## config.mk

```make
export PLATFORM = sky130hd
export DESIGN_NAME = cdc_hs_rx
export DESIGN_NICKNAME = d
export VERILOG_FILES = /design/src/rtl/cdc_pkg.sv /design/src/rtl/cdc_sync_bit.sv /design/src/rtl/cdc_hs_rx.sv
export SDC_FILE = /design/constraint.sdc
export NUM_CORES = 1
export LEC_CHECK = 0
export ABC_AREA = 1
export CAP_MARGIN = 15
export CORE_MARGIN = 2
export CORE_UTILIZATION = 41
export CTS_CLUSTER_DIAMETER = 60
export DETAILED_ROUTE_END_ITERATION = 8
export GPL_TIMING_DRIVEN = 0
export PLACE_DENSITY = 0.75
export SETUP_SLACK_MARGIN = 0.3
export SLEW_MARGIN = 5
export SYNTH_ARGS = -nofsm -noshare
export SYNTH_HDL_FRONTEND = slang
export SYNTH_SLANG_ARGS = --single-unit
```

## constraint.sdc

```tcl
create_clock -name clk -period 5.2 [get_ports clk]
set_input_delay 0.78 -clock clk [delete_from_list [all_inputs] [get_ports clk]]
set_output_delay 0.78 -clock clk [all_outputs]
set_load 0.02 [all_outputs]
```

## src/rtl/cdc_pkg.sv

```systemverilog
// Shared types and default sizing for the register-access clock-domain crossing.
package cdc_pkg;

  typedef enum logic [1:0] {
    IDLE    = 2'd0,
    CAPTURE = 2'd1,
    WAIT_RD = 2'd2,
    ACK     = 2'd3
  } state_e;

  localparam int unsigned DEF_AW          = 6;
  localparam int unsigned DEF_DW          = 16;
  localparam int unsigned DEF_SYNC_STAGES = 2;
  localparam int unsigned DEF_RD_LATENCY  = 1;
  localparam int unsigned DEF_CNT_W       = 16;

endpackage

```

## src/rtl/cdc_sync_bit.sv

```systemverilog
// N-stage single-bit synchroniser for a level or toggle arriving from another clock domain.
module cdc_sync_bit #(
  parameter int unsigned N = 2
) (
  input  logic clk,
  input  logic rst,
  input  logic d_i,
  output logic q_o
);

  logic [N-1:0] sync_q;

  always_ff @(posedge clk or posedge rst) begin
    if (rst) begin
      sync_q <= '0;
    end else begin
      sync_q <= {sync_q[N-2:0], d_i};
    end
  end

  assign q_o = sync_q[N-1];

endmodule

```

## src/rtl/cdc_hs_rx.sv

```systemverilog
// Destination side of the toggle request/acknowledge crossing: captures the source-held
// bundle, issues one register-file strobe and returns read data with an ack toggle.
module cdc_hs_rx
  import cdc_pkg::*;
#(
  parameter int unsigned AW          = DEF_AW,
  parameter int unsigned DW          = DEF_DW,
  parameter int unsigned SYNC_STAGES = DEF_SYNC_STAGES,
  parameter int unsigned RD_LATENCY  = DEF_RD_LATENCY,
  parameter int unsigned CNT_W       = DEF_CNT_W
) (
  input  logic             clk,
  input  logic             rst,
  input  logic             req_tgl,
  input  logic [AW-1:0]    p_address,
  input  logic [DW-1:0]    p_data,
  input  logic             p_wr,
  output logic             ack_tgl,
  output logic [DW-1:0]    p_data_back,
  output logic [AW-1:0]    CDC_A,
  output logic [DW-1:0]    CDC_data,
  output logic             CDC_wr,
  output logic             CDC_rd,
  input  logic [DW-1:0]    data_back,
  output logic             busy,
  output logic             proto_err,
  output logic [CNT_W-1:0] xfer_cnt
);

  localparam int unsigned RW = (RD_LATENCY > 1) ? $clog2(RD_LATENCY) : 1;
  localparam logic [RW-1:0] RD_LAST = RW'(RD_LATENCY - 1);

  state_e           state_q, state_d;
  logic             req_s;
  logic             req_seen_q, req_seen_d;
  logic             req_pend_q, req_pend_d;
  logic             wr_lat_q, wr_lat_d;
  logic             ack_q, ack_d;
  logic [AW-1:0]    cdc_a_q, cdc_a_d;
  logic [DW-1:0]    cdc_data_q, cdc_data_d;
  logic             cdc_wr_q, cdc_wr_d;
  logic             cdc_rd_q, cdc_rd_d;
  logic [DW-1:0]    pdb_q, pdb_d;
  logic             proto_err_q, proto_err_d;
  logic [CNT_W-1:0] xfer_cnt_q, xfer_cnt_d;
  logic [RW-1:0]    rd_cnt_q, rd_cnt_d;

  cdc_sync_bit #(.N(SYNC_STAGES)) u_req_sync (
    .clk (clk),
    .rst (rst),
    .d_i (req_tgl),
    .q_o (req_s)
  );

  always_ff @(posedge clk or posedge rst) begin
    if (rst) begin
      state_q     <= IDLE;
      req_seen_q  <= 1'b0;
      req_pend_q  <= 1'b0;
      wr_lat_q    <= 1'b0;
      ack_q       <= 1'b0;
      cdc_a_q     <= '0;
      cdc_data_q  <= '0;
      cdc_wr_q    <= 1'b0;
      cdc_rd_q    <= 1'b0;
      pdb_q       <= '0;
      proto_err_q <= 1'b0;
      xfer_cnt_q  <= '0;
      rd_cnt_q    <= '0;
    end else begin
      state_q     <= state_d;
      req_seen_q  <= req_seen_d;
      req_pend_q  <= req_pend_d;
      wr_lat_q    <= wr_lat_d;
      ack_q       <= ack_d;
      cdc_a_q     <= cdc_a_d;
      cdc_data_q  <= cdc_data_d;
      cdc_wr_q    <= cdc_wr_d;
      cdc_rd_q    <= cdc_rd_d;
      pdb_q       <= pdb_d;
      proto_err_q <= proto_err_d;
      xfer_cnt_q  <= xfer_cnt_d;
      rd_cnt_q    <= rd_cnt_d;
    end
  end

  always_comb begin
    state_d     = state_q;
    req_seen_d  = req_seen_q;
    req_pend_d  = req_pend_q;
    wr_lat_d    = wr_lat_q;
    ack_d       = ack_q;
    cdc_a_d     = cdc_a_q;
    cdc_data_d  = cdc_data_q;
    cdc_wr_d    = 1'b0;
    cdc_rd_d    = 1'b0;
    pdb_d       = pdb_q;
    xfer_cnt_d  = xfer_cnt_q;
    rd_cnt_d    = rd_cnt_q;
    // Source moved its toggle again before we acknowledged the pending one.
    proto_err_d = proto_err_q | ((state_q != IDLE) && (req_s != req_pend_q));

    case (state_q)
      IDLE: begin
        if (req_s != req_seen_q) begin
          cdc_a_d    = p_address;
          cdc_data_d = p_data;
          wr_lat_d   = p_wr;
          req_pend_d = req_s;
          cdc_wr_d   = p_wr;
          cdc_rd_d   = ~p_wr;
          state_d    = CAPTURE;
        end
      end
      CAPTURE: begin
        rd_cnt_d = '0;
        state_d  = wr_lat_q ? ACK : WAIT_RD;
      end
      WAIT_RD: begin
        if (rd_cnt_q == RD_LAST) begin
          pdb_d   = data_back;
          state_d = ACK;
        end else begin
          rd_cnt_d = rd_cnt_q + RW'(1);
        end
      end
      ACK: begin
        ack_d      = ~ack_q;
        req_seen_d = req_pend_q;
        xfer_cnt_d = xfer_cnt_q + CNT_W'(1);
        state_d    = IDLE;
      end
      default: begin
        state_d = IDLE;
      end
    endcase
  end

  assign ack_tgl     = ack_q;
  assign p_data_back = pdb_q;
  assign CDC_A       = cdc_a_q;
  assign CDC_data    = cdc_data_q;
  assign CDC_wr      = cdc_wr_q;
  assign CDC_rd      = cdc_rd_q;
  assign proto_err   = proto_err_q;
  assign xfer_cnt    = xfer_cnt_q;
  assign busy        = (state_q != IDLE);

endmodule

```

==> impl.org <==
** STA
- Worst slew pin tran :: 0.7878 ns
- Slew Limit Fails :: 0
- Slew HR :: 0.4748
- Final worst path period need :: 2.591 ns
- Setup repair after global routing missed its margin :: no
- Adding up every negative setup slack in the final design gives 0 ns.
- Setup violators final :: 0
- Static timing analysis puts the maximum clock frequency at 386.0 MHz.
- Final count of hold timing violations :: 0
- Dividing the final minimum period by the clock period gives 0.4982.
- Setup clock skew after layout :: 0.007864 ns

** Clock tree
- Resized cells post-CTS :: 0
- Deepest clock path buffer count :: 2
- The later pin in the worst-skew pair is clocked with a latency of 0.35 ns.
- After clock tree synthesis, the clock-pin slew on the worst setup and hold paths is 0.07 ns.
- Number of hold buffers added after CTS :: 0
- The tree is rooted in a sky130_fd_sc_hd__clkbuf_8.
- The H-tree was split into 3 levels.
- In this run, CTS created clock tree buffers numbering 9.
- CTS saw 65 sinks.
- After clock tree synthesis, the setup repair step added 0 buffers.
- TritonCTS built the clock tree.

** Logic synthesis
- Of the post-synthesis cell area, the dominant cell type holds 0.5923.
- Mean area per synthesized cell :: 9.987 um2
- Instance count of the mapped netlist :: 275
- The number of nets in the synthesized netlist is 322.
- Yosys printed 0 warnings.
- The share of the Yosys chip area taken by registers is 0.5923.
- In this run, synthesis produced a sequential element count of 65.
- Ranked by total cell area, the synthesized netlist is headed by sky130_fd_sc_hd__dfrtp_1, sky130_fd_sc_hd__nand2_1, sky130_fd_sc_hd__mux2_2.
- The cell area that synthesis handed to floorplanning was 2746 um2.
- sky130_fd_sc_hd__dfrtp_1 takes more of the synthesized area than any other cell.
- Number of unique standard cell types used by synthesis :: 23

** Floorplan
- Std-Cell Rows :: 29
- 101 I/O pins were placed.
- From bottom edge to top edge, the die measures 85.85 um.
- Die ar. :: 7369 um2
- Initial Utilization :: 0.4276
- Floorplan Core Area :: 6422 um2
- Die W :: 85.85 um

** Detailed routing
- DRC violation count after routing :: 5
- Vias after detailed routing :: 2158
- Number of violations reported at the end of detailed-routing iteration 0 :: 97
- Total routed wirelength :: 5835 um
- Detail-routed via count per cell :: 4.611
- Count of TritonRoute iterations in the first routing pass :: 7
- Antenna violation net count after detailed routing :: 0
- Dividing the detail-routed wire length by the instance count gives 12.47 um.

** Pwr
- Peak supply drop :: 0.3586 mV
- In this run the power density over the cells is 592.5 nW/um2.
- Leakage dissipation :: 1.913 nW

** Run
- Reported max-cap violation count :: 0

** Cells and area
- At the end of the flow the core is filled with cells to 0.6369.
- Once layout is complete, the cells apart from fillers number 468.
- FILL cells :: 526
- The net count of the finished layout is 433.
- Of the cells placed in the final design, the portion with a size suffix greater than 1 is 0.1074.
- The number of antenna diodes in the final layout is 0.
- Compared with the post-synthesis result, the final layout area differs by 48.93%.

** GRT
- For this run, global-route usage on met1 was measured as 0.2013.
- For this run, global-route usage on met2 was measured as 0.2820.
- Global-route wire length before repair :: 9901 um
- Met3 global-route usage :: 0.05775
- The number of global-route vias before repair was 2232.
- Initial antenna violation count :: 0
- In the global route stage, overall resource usage came out at 0.1711.
- The layer flagged by global routing as most heavily used is met2.
- Congestion Overflow GR :: 0
- Largest net degree at the start of global routing :: 66

** Placed design
- Hpwl dp :: 4164 um
- Including well taps, the total number of placed cells is 452.
- At the end of routability-driven placement, the weighted congestion stood at 0.7603.
- Number of input and output port buffers inserted :: 100

** Worst setup path
- Worst setup path startpoint :: state_q[0]
- Capture point of the critical path :: busy
- The startpoint identified for the worst register-to-register timing path is state_q[0].
- FF-to-FF path depth :: 5
- Endpoint kind of the worst setup timing path :: output port
- Crit Path Category :: register to output port
- Arrival time of the worst setup path :: 1.81 ns
- Along the worst path, the maximum fanout reaches 5.
- Flop2flop setup slack :: 3.58 ns
- Crit start category :: register
- STA puts the critical path data required time at 4.42 ns.
- Reg2Reg Capture Point :: p_data_back[6]

** Outcome
- The checks that failed: design-rule violations.
- The run finished, with violations left.

** Hold path
- The worst hold path belongs to the class register to register.
[critical path: stages (launching register included)]
cell,delay (ns)
sky130_fd_sc_hd__dfrtp_1,0.39
sky130_fd_sc_hd__inv_1,0.10
sky130_fd_sc_hd__ha_1,0.28
sky130_fd_sc_hd__inv_1,0.10
sky130_fd_sc_hd__clkdlybuf4s50_1,0.60
[state kept, by name (all words and copies together) (netlist names)]
name               count
ack_tgl                1
req_pend_q             1
CDC_data              16
proto_err              1
xfer_cnt              16
CDC_A                  6
CDC_rd                 1
CDC_wr                 1
u_req_sync.sync_q      2
req_seen_q             1
p_data_back           16
state_q                2
wr_lat_q               1
[cells by family after synthesis]
kind of cell / synth area share
compound gates: 0.01275
xor+xnor: 0.03508
fa+ha+maj: 0.02278
buf+inv: 0.05786
flops: 0.5923
mux: 0.06560
simple gates: 0.2137
[final cells by class]
class | instances | area, um2 | area share
Clock buffer | 11 | 141.4 | 0.03457
Sequential cell | 65 | 1627 | 0.3977
Clock inverter | 5 | 102.6 | 0.02508
Timing Repair Buffer | 100 | 1001 | 0.2447
Buffer | 8 | 87.58 | 0.02141
Tap cell | 77 | 96.34 | 0.02355
Inverter | 19 | 73.82 | 0.01805
Multi-Input combinational cell | 183 | 960.9 | 0.2349
[per-layer routing]
layer	share of wire	vias to the layer above
met3	0.076	10
met2	0.48	76
met4	0.021	0
li1	-	1083
met1	0.43	989
met5	0	-
[placed cells by master (no fill, tap or decap), drive strengths merged]
cell / count
nand2: 111
clkdlybuf4s50: 100
dfrtp: 65
inv: 19
nor2: 17
mux2: 16
clkbuf: 11
nand3: 10
buf: 8
xor2: 6
xnor2: 5
ha: 5
nand4: 4
o21ai: 3
bufinv: 3
or2: 1
a21oi: 1
o211ai: 1
nor3: 1
nand3b: 1
o21bai: 1
clkinvlp: 1
clkinv: 1
[worst min-delay path by stage]
stage,end,depth (start not counted),slack [ns],start
2_1_floorplan,u_req_sync.sync_q[1],0,0.33,u_req_sync.sync_q[0]
3_3_place_gp,u_req_sync.sync_q[1],0,0.33,u_req_sync.sync_q[0]
3_5_place_dp,u_req_sync.sync_q[1],0,0.34,u_req_sync.sync_q[0]
4_1_cts,u_req_sync.sync_q[1],0,0.35,u_req_sync.sync_q[0]
5_1_grt,u_req_sync.sync_q[1],0,0.37,u_req_sync.sync_q[0]
6_report,u_req_sync.sync_q[1],0,0.35,u_req_sync.sync_q[0]
[cells in the mapped netlist]
| cell type | n |
|---|---|
| sky130_fd_sc_hd__nand2_1 | 111 |
| sky130_fd_sc_hd__dfrtp_1 | 65 |
| sky130_fd_sc_hd__inv_1 | 19 |
| sky130_fd_sc_hd__mux2_2 | 16 |
| sky130_fd_sc_hd__nor2_1 | 16 |
| sky130_fd_sc_hd__nand3_1 | 9 |
| sky130_fd_sc_hd__xor2_1 | 6 |
| sky130_fd_sc_hd__ha_1 | 5 |
| sky130_fd_sc_hd__xnor2_1 | 5 |
| sky130_fd_sc_hd__nand4_1 | 4 |
| sky130_fd_sc_hd__o21ai_0 | 3 |
| sky130_fd_sc_hd__buf_12 | 2 |
| sky130_fd_sc_hd__buf_2 | 2 |
| sky130_fd_sc_hd__buf_4 | 2 |
| sky130_fd_sc_hd__buf_6 | 2 |
| sky130_fd_sc_hd__a21oi_1 | 1 |
| sky130_fd_sc_hd__nand3_2 | 1 |
| sky130_fd_sc_hd__nand3b_1 | 1 |
| sky130_fd_sc_hd__nor2_4 | 1 |
| sky130_fd_sc_hd__nor3_1 | 1 |
| sky130_fd_sc_hd__o211ai_1 | 1 |
| sky130_fd_sc_hd__o21bai_1 | 1 |
| sky130_fd_sc_hd__or2_1 | 1 |
[through the flow]
step | cell area [um2] | setup slack [ns] | power, mW | hold slack (ns)
floorplan | 2746 | 2.794 | 1.430 | 0.3312
global placement | 3844 | 1.659 | 1.883 | 0.3329
detailed placement | 3846 | 2.968 | 1.914 | 0.3364
CTS | 4090 | 2.587 | 2.453 | 0.3517
global route | 4090 | 2.523 | 2.579 | 0.3711
finish | 4090 | 2.609 | 2.423 | 0.3498
[report_power, final]
| part | switching [mW] | internal (mW) |
|---|---|---|
| registers | 0.117 | 0.702 |
| logic | 0.536 | 0.539 |
| clock network | 0.198 | 0.331 |
(Power assumes the default switching activity.)
